==> config.mk <==
export PLATFORM = sky130hd
export DESIGN_NAME = action_dispatcher
export DESIGN_NICKNAME = d
export VERILOG_FILES = /design/src/rtl/action_dispatcher_pkg.sv /design/src/rtl/action_dispatcher_sat_counter16.sv /design/src/rtl/action_dispatcher.sv
export SDC_FILE = /design/constraint.sdc
export NUM_CORES = 1
export LEC_CHECK = 0
export CORE_MARGIN = 3
export CORE_UTILIZATION = 42
export CTS_CLUSTER_DIAMETER = 100
export DETAILED_ROUTE_END_ITERATION = 8
export PLACE_DENSITY = 0.8
export SYNTH_ARGS = -nofsm -noshare
export SYNTH_HDL_FRONTEND = slang
export SYNTH_HIERARCHICAL = 1
export SYNTH_SLANG_ARGS = --single-unit
==> constraint.sdc <==
create_clock -name clk -period 2.85 [get_ports clk]
set_input_delay 0.285 -clock clk [delete_from_list [all_inputs] [get_ports clk]]
set_output_delay 0.285 -clock clk [all_outputs]
set_load 0.01 [all_outputs]
==> src/rtl/action_dispatcher_pkg.sv <==
// action_dispatcher shared definitions:
// FSM encodings, table-entry fields, constants.
package action_dispatcher_pkg;

    localparam logic [2:0] ST_IDLE      = 3'd0;
    localparam logic [2:0] ST_LOOKUP    = 3'd1;
    localparam logic [2:0] ST_READ      = 3'd2;
    localparam logic [2:0] ST_WAIT_DONE = 3'd3;
    localparam logic [2:0] ST_RELEASE   = 3'd4;
    localparam logic [2:0] ST_OUTPUT    = 3'd5;

    localparam int ENTRY_EN      = 31;
    localparam int ENTRY_ADDR_HI = 23;
    localparam int ENTRY_ADDR_LO = 0;

    localparam logic        TRUE      = 1'b1;
    localparam logic        FALSE     = 1'b0;
    localparam logic [31:0] ZERO_WORD = 32'h0000_0000;

endpackage

==> src/rtl/action_dispatcher_sat_counter16.sv <==
// sat_counter16: 16-bit event counter that
// sticks at 16'hFFFF instead of wrapping.
module sat_counter16 (
    input  logic        clk,
    input  logic        rst,
    input  logic        inc_i,
    output logic [15:0] cnt_o
);

    logic [15:0] cnt_q;
    logic [15:0] cnt_d;

    // Next count: step on enable unless already full
    always_comb begin
        cnt_d = cnt_q;
        if (inc_i && (cnt_q != 16'hFFFF)) begin
            cnt_d = cnt_q + 16'd1;
        end
    end

    // Count register
    always_ff @(posedge clk or negedge rst) begin
        if (!rst) begin
            cnt_q <= '0;
        end else begin
            cnt_q <= cnt_d;
        end
    end

    assign cnt_o = cnt_q;

endmodule

==> src/rtl/action_dispatcher.sv <==
// action_dispatcher: looks up an action's program address
// in SRAM and runs the primitive executor via start/done.
module action_dispatcher
    import action_dispatcher_pkg::*;
#(
    parameter int ADDR_W = 32,
    parameter int DATA_W = 32,
    parameter int ID_W   = 8,
    parameter int META_W = 32,
    parameter logic [ADDR_W-1:0] TABLE_BASE = 32'h0000_1000
) (
    input  logic              clk,
    input  logic              rst,
    input  logic              match_valid_i,
    output logic              match_ready_o,
    input  logic              match_hit_i,
    input  logic [ID_W-1:0]   match_action_id_i,
    input  logic [META_W-1:0] match_meta_i,
    output logic              sram_ce_o,
    output logic              sram_we_o,
    output logic [ADDR_W-1:0] sram_addr_o,
    output logic [3:0]        sram_sel_o,
    input  logic [DATA_W-1:0] sram_data_i,
    output logic              exec_start_o,
    output logic [ADDR_W-1:0] exec_start_addr_o,
    input  logic              exec_done_i,
    output logic              out_valid_o,
    input  logic              out_ready_i,
    output logic [META_W-1:0] out_meta_o,
    output logic              out_executed_o,
    output logic              out_error_o,
    output logic [15:0]       dispatch_cnt_o,
    output logic [15:0]       skip_cnt_o
);

    logic [2:0]        state_q, state_d;
    logic [ID_W-1:0]   id_q, id_d;
    logic [META_W-1:0] meta_q, meta_d;
    logic [ADDR_W-1:0] start_addr_q, start_addr_d;
    logic              executed_q, executed_d;
    logic              error_q, error_d;
    logic              skip_inc;
    logic              disp_inc;
    logic [ADDR_W-1:0] table_addr;
    logic              unused_data;

    // One word per entry; wraps modulo the address width
    assign table_addr = TABLE_BASE + ADDR_W'({id_q, 2'b00});

    // Only the enable bit, low address bits and pointer matter
    assign unused_data = ^sram_data_i;

    // Next-state and datapath for the dispatch sequence
    always_comb begin
        state_d      = state_q;
        id_d         = id_q;
        meta_d       = meta_q;
        start_addr_d = start_addr_q;
        executed_d   = executed_q;
        error_d      = error_q;
        skip_inc     = FALSE;
        disp_inc     = FALSE;
        unique case (state_q)
            ST_IDLE: begin
                if (match_valid_i) begin
                    id_d       = match_action_id_i;
                    meta_d     = match_meta_i;
                    executed_d = FALSE;
                    error_d    = FALSE;
                    if (match_hit_i) begin
                        state_d = ST_LOOKUP;
                    end else begin
                        skip_inc = TRUE;
                        state_d  = ST_OUTPUT;
                    end
                end
            end
            ST_LOOKUP: begin
                state_d = ST_READ;
            end
            ST_READ: begin
                if (!sram_data_i[ENTRY_EN]) begin
                    skip_inc = TRUE;
                    state_d  = ST_OUTPUT;
                end else if (sram_data_i[1:0] != 2'b00) begin
                    error_d  = TRUE;
                    skip_inc = TRUE;
                    state_d  = ST_OUTPUT;
                end else begin
                    start_addr_d = ADDR_W'(
                        sram_data_i[ENTRY_ADDR_HI:ENTRY_ADDR_LO]);
                    disp_inc     = TRUE;
                    state_d      = ST_WAIT_DONE;
                end
            end
            ST_WAIT_DONE: begin
                if (exec_done_i) begin
                    state_d = ST_RELEASE;
                end
            end
            ST_RELEASE: begin
                if (!exec_done_i) begin
                    executed_d = TRUE;
                    state_d    = ST_OUTPUT;
                end
            end
            ST_OUTPUT: begin
                if (out_ready_i) begin
                    state_d = ST_IDLE;
                end
            end
            default: begin
                state_d = ST_IDLE;
            end
        endcase
    end

    // State and latched packet fields
    always_ff @(posedge clk or negedge rst) begin
        if (!rst) begin
            state_q      <= ST_IDLE;
            id_q         <= '0;
            meta_q       <= '0;
            start_addr_q <= '0;
            executed_q   <= FALSE;
            error_q      <= FALSE;
        end else begin
            state_q      <= state_d;
            id_q         <= id_d;
            meta_q       <= meta_d;
            start_addr_q <= start_addr_d;
            executed_q   <= executed_d;
            error_q      <= error_d;
        end
    end

    assign match_ready_o = (state_q == ST_IDLE) ? TRUE : FALSE;

    assign sram_ce_o   = (state_q == ST_LOOKUP);
    assign sram_we_o   = FALSE;
    assign sram_sel_o  = sram_ce_o ? 4'b1111 : 4'b0000;
    assign sram_addr_o = sram_ce_o ? table_addr
                                   : ADDR_W'(ZERO_WORD);

    assign exec_start_o      = (state_q == ST_WAIT_DONE);
    assign exec_start_addr_o = start_addr_q;

    assign out_valid_o    = (state_q == ST_OUTPUT);
    assign out_meta_o     = meta_q;
    assign out_executed_o = executed_q;
    assign out_error_o    = error_q;

    sat_counter16 u_dispatch_cnt (
        .clk   (clk),
        .rst   (rst),
        .inc_i (disp_inc),
        .cnt_o (dispatch_cnt_o)
    );

    sat_counter16 u_skip_cnt (
        .clk   (clk),
        .rst   (rst),
        .inc_i (skip_inc),
        .cnt_o (skip_cnt_o)
    );

endmodule

Word-level counts from Yosys, hierarchy flattened

Index checks and enable logic that the tools add are counted.

Register bits: 101
Bits in writable memories: 0
Input port bits: 78
Memories: 0
Output and inout port bits: 139
Bits in read-only memories: 0
Bits in latches: 0

Equality and inequality tests: 13
Multipliers: 0
$lt $le $gt $ge: 0
Divide/modulo/power cells: 0
Shift-type cells: 0
Bitwise operators: 1
Add/sub/neg operators: 3
Mux-type cells: 25
Reductions and logical operators: 11

Operators with widths:

| operator                                               | count |
|---|---|
| adder 16 x 1 -> 16 bit (second input constant)         | 2 |
| inequality test 16 bit (second input constant)         | 2 |
| two-way mux 3 bit                                      | 7 |
| one-hot mux 3 bit (6 select lines)                     | 1 |
| adder 13 x 10 -> 14 bit (first input constant)         | 1 |
| two-way mux 14 bit                                     | 1 |
| two-way mux 1 bit                                      | 12 |
| inequality test 2 bit (second input constant)          | 4 |
| AND reduction 4 bit                                    | 2 |
| equality test 3 x 2 -> 1 bit (second input constant)   | 2 |
| equality test 3 bit (second input constant)            | 2 |
| one-hot mux 1 bit (2 select lines)                     | 3 |
| AND reduction 3 bit                                    | 2 |
| nonzero test 2 bit                                     | 3 |
| two-way mux 4 bit                                      | 1 |
| inequality test 2 x 1 -> 1 bit (second input constant) | 2 |
| equality test 3 x 1 -> 1 bit (second input constant)   | 1 |
| logical NOT 3 bit                                      | 1 |
| logical AND 1 bit                                      | 2 |
| AND reduction 2 bit                                    | 1 |
| inverter 1 bit                                         | 1 |

Longest topological paths before layout

Depth after elaboration: 5
Depth in mapped cells: 10
Gate-level depth less buffers: 8

Cells and area by module

The synthesis kept the hierarchy.

By module, submodules not included:

| module            | area an instance (um2) | cells an instance | times used |
|---|---|---|---|
| action_dispatcher | 3181.8                 | 309               | 1 |
| sat_counter16     | 859.6                  | 72                | 2 |

Worst setup path after synthesis

Ideal clock, no wire load.

Path kind: register -> register
Start: register state_q[1]
End: register u_skip_cnt.cnt_q[14] (netlist: u_skip_cnt/cnt_o[14])
Period minus slack after synthesis: 2.370 ns
Required time: 2.722 ns
Path buffers: 2
Stages on the path, launching flop included: 10
Path slack: 0.480 ns
Data arrival time: 2.242 ns
Path through: dfrtp_1 buf_2 nor3_2 nand2_1 buf_2 o32ai_1 nand2_1 nor4_4 nand4_1 xnor2_1

Cells in the longest elaborated chain, start to end: 3
Elaborated cells between the ends (all ways): 4
Those cells by class: eq/ne: 1; mux: 1; reduce/logical: 2

Ends and longest elaborated chain:

| element                                                           | RTL line                              | source |
|---|---|---|
| start: declaration                                                | action_dispatcher.sv:36               | `logic [2:0] state_q, state_d;` |
| start signal: assignment                                          | action_dispatcher.sv:128              | `state_q <= state_d;` |
| equality test 3 x 2 -> 1 bit or logical NOT 3 bit (tied branches) | action_dispatcher.sv:63               | `unique case (state_q)` |
| one-hot mux 1 bit (2 select lines) *                              | action_dispatcher.sv:63               |  |
| via skip_inc                                                      | action_dispatcher.sv:42               | `logic skip_inc;` |
| logical AND 1 bit *                                               | action_dispatcher_sat_counter16.sv:16 | `if (inc_i && (cnt_q != 16'hFFFF)) begin` |
| end signal: assignment                                            | action_dispatcher_sat_counter16.sv:26 | `cnt_q <= cnt_d;` |
| end: declaration                                                  | action_dispatcher_sat_counter16.sv:10 | `logic [15:0] cnt_q;` |

The timed path passes the listed nets; every way through them passes the cells marked *.
A chain may end at the register's enable or synchronous reset.

Worst setup path after layout

Start: register state_q[0]
End: output port sram_addr_o[8]

Cells in the longest elaborated chain, start to end: 2

Ends and longest elaborated chain:

| element                      | RTL line                 | source |
|---|---|---|
| equality test 3 x 1 -> 1 bit | action_dispatcher.sv:139 | `assign sram_ce_o = (state_q == ST_LOOKUP);` |
| two-way mux 14 bit           | action_dispatcher.sv:142 | `assign sram_addr_o = sram_ce_o ? table_addr` |
| end: declaration             | action_dispatcher.sv:21  | `output logic [ADDR_W-1:0] sram_addr_o,` |

No other way between the ends.

==> impl_metrics.toml <==
[outcome]
status = "complete, no violations"

[sta]
slew_viol_final = 0
fmax_mhz = 429
setup_tns_ns = 0
final_hold_viol_count = 0
whs_ns = 0.469
finClkSkew_ns = 0.00692
fin_crit_ns = 2.33
rsz0062_at_grt = "false"
period_share_pct = 81.8
tightest_slew_ns = 0.641
finalSetupViolCount = 0
relSlewSlack_pct = 57.3

[drt]
drc = 0
antenna_left = 0
post_drt_wl_per_cell_um = 15.4
routed_wl_mm = 11.9
vias_per_cell = 5.02
drtIter0Drc = 171
drt-pass1-iter-count = 6
num_vias = 3872

[setup_path]
cp-end-kind = "output pin"
r2r_slack_ns = 0.74
startpoint_type = "flip-flop"
worstPathArrival_ns = 2.05
rr_startpoint = "state_q[1]"
worstPathRequired_ns = 2.57
r2r_cells = 8
criticalPathCategory = "reg -> out"
critPathMaxFanout = 14
r2r_end = "u_skip_cnt/cnt_o[5]"

[logic_synthesis]
synthTopCellsByArea = "dfrtp_1, nand2_1, buf_4"
yosys.area.top_type_share_pct = 51.6
ys.flop_type = "dfrtp_1"
synth_area_leader_cell = "dfrtp_1"
ys_seq_area_share_pct = 51.6
postSynthAreaPerCell_um2 = 10.8
ys_warn_count = 6
synth_seq_cells = 101
syn-cell-area_um2 = 4900
synthArstFlopShare_pct = 100
ys_types = 51
synthCells = 453
synth_edf_count = 0

[grt]
grt_max_degree = 53
grt-ovfl-total = 0
met1_usage_pct = 23.6
grt_pass1_vias = 3716
grt_use_met3_pct = 3.34
top_usage_layer = "met2"
grtUsageTotal_pct = 18.0
grt_pass1_wl_mm = 18.9
grt_use_met2_pct = 29.8
antenna_found_initial = 0

[die]
placementRows = 38
die_w_um = 114
dieArea_um2 = 13000
ioPinCount = 217
core_um2 = 11100
start_util_pct = 44.1
die_h_um = 114

[pwr]
p_switching_uw = 1860
p_seq_share_pct = 39.4
ir_drop_v = 0.000501
comb_power_share_pct = 40.9
intPower_uw = 3830
powerDensity_nw_per_um2 = 826
netSwitchingFraction_pct = 32.7
clkPwrFrac_pct = 19.6
p_leak_uw = 0.00323

[clocking]
ctsRootBufferMaster = "clkbuf_16"
post_cts_resized = 0
worstSkewPairLatency_ns = 0.34
cts_tree = "built"
cts_sinks = 101
cts_inserted_buffers = 9
cts_buffer_depth = 2
path_clk_slew_ns = 0.07
htree_levels = 3

[placed_design]
portBuffers = 177
gp_congestion = 0.830
place_hpwl_mm = 8.76

[final_layout]
fin_nets = 707
drive_above_1_share_pct = 11.1
regArea_um2 = 2530
fillers = 884
area_delta_synth_final_pct = 40.7
fin_util_pct = 62.0
n_antenna_cell = 0
multiInputGateArea_um2 = 2070

[worst_hold_path]
min_path_cells = 2
hold_path.class = "reg -> reg"
min-delay-start = "id_q[7]"
min_to = "id_q[7]"

[flow_run]
maxCapViolCount = 0
## cell usage in the layout, fill, tap and decap left out, drive strengths merged, types with 7 or more instances in the layout
cell type | synthesis | layout
a21oi | 11 | 11
and2 | 12 | 12
buf | 49 | 7
clkbuf | 3 | 10
clkdlybuf4s50 | 0 | 176
conb | 1 | 32
dfrtp | 101 | 101
mux2 | 26 | 26
nand2 | 132 | 132
nand3 | 12 | 12
nand4 | 20 | 20
nor2 | 10 | 10
o21a | 10 | 10
xnor2 | 10 | 10
## state kept, by name (all words and copies together), names as in the netlist
name	cells
u_dispatch_cnt/cnt_o	16
out_executed_o	1
out_meta_o	32
u_skip_cnt/cnt_o	16
id_q	8
exec_start_addr_o	24
state_q	3
out_error_o	1
## cells by family (layout without fill, tap and decap cells)
logic type	after synthesis	count (layout)	synth area share (%)
buf+inv	55	203	8.48
mux	26	26	7.28
compound gates	42	42	6.20
fa+ha+maj	2	2	0.511
xor+xnor	14	14	2.50
other cells	1	32	0.0765
simple gates	212	212	23.4
flops	101	101	51.6
## repair_timing
item                                   in CTS  in global routing
endpoints found under the hold margin      49                  0
hold buffers                                1                  0
setup buffers                               0                  0
## cells in the mapped netlist (3+ instances only)
cell type  instances
nand2_1          132
dfrtp_1          101
buf_4             38
mux2_4            17
nand4_1           16
a21oi_1           11
and2_1            11
nand3_1           10
o21a_1            10
xnor2_1           10
nor2_1             8
a31oi_1            6
buf_6              6
mux2_2             6
and3_1             4
buf_2              4
nor4_4             4
xor2_1             4
clkbuf_1           3
mux2_1             3
nor3_2             3
o21ai_0            3
## critical path, stage by stage, from the launching register on
cell and delay [ns]:
dfrtp_1 0.57, inv_2 0.10, nor3_1 0.15, buf_4 0.21, and2_1 0.14, clkdlybuf4s50_1 0.54
## final cells by class
| type | count | share of cell area (%) |
|---|---|---|
| well taps | 140 | 2.54 |
| multi-input cells | 328 | 30.1 |
| clock inverters | 6 | 0.581 |
| clock buffers | 10 | 3.32 |
| repair buffers | 184 | 26.6 |
| flip-flops and latches | 101 | 36.7 |
| inverters | 3 | 0.163 |
## worst max-delay path by stage
stage,from,end,cells past startpoint
3_3_place_gp,sram_data_i[31],u_dispatch_cnt/cnt_o[5],9
4_1_cts,state_q[0],sram_addr_o[2],5
5_1_grt,state_q[0],sram_addr_o[6],5
6_report,state_q[0],sram_addr_o[8],5
3_5_place_dp,sram_data_i[31],u_dispatch_cnt/cnt_o[7],9
2_1_floorplan,state_q[1],u_skip_cnt/cnt_o[14],9
## metal layers
layer | share of wire [%] | vias up | wire (um)
li1 | - | 1824 | -
met5 | 0 | - | 0
met2 | 50 | 165 | 5900
met4 | 1.7 | 0 | 198
met1 | 41 | 1869 | 4890
met3 | 7.6 | 14 | 909
## metrics by stage
stage / cells / area, um2 / total power, uW / setup WS, ns
6_report: 772 / 6890 / 5690 / 0.518
5_1_grt: 772 / 6890 / 6060 / 0.404
4_1_cts: 772 / 6890 / 5780 / 0.490
3_5_place_dp: 755 / 6620 / 4630 / 0.534
2_1_floorplan: 484 / 5020 / 3400 / 0.480
3_3_place_gp: 755 / 6620 / 4540 / 0.577
## power groups by stage
stage	clock network (uW)	logic (uW)	registers, uW
3_3_place_gp	0	2300	2240
4_1_cts	1160	2370	2250
2_1_floorplan	0	1020	2380
3_5_place_dp	0	2360	2270
5_1_grt	1210	2530	2310
6_report	1120	2330	2240
No activity file was read; power rests on OpenSTA's default activity.
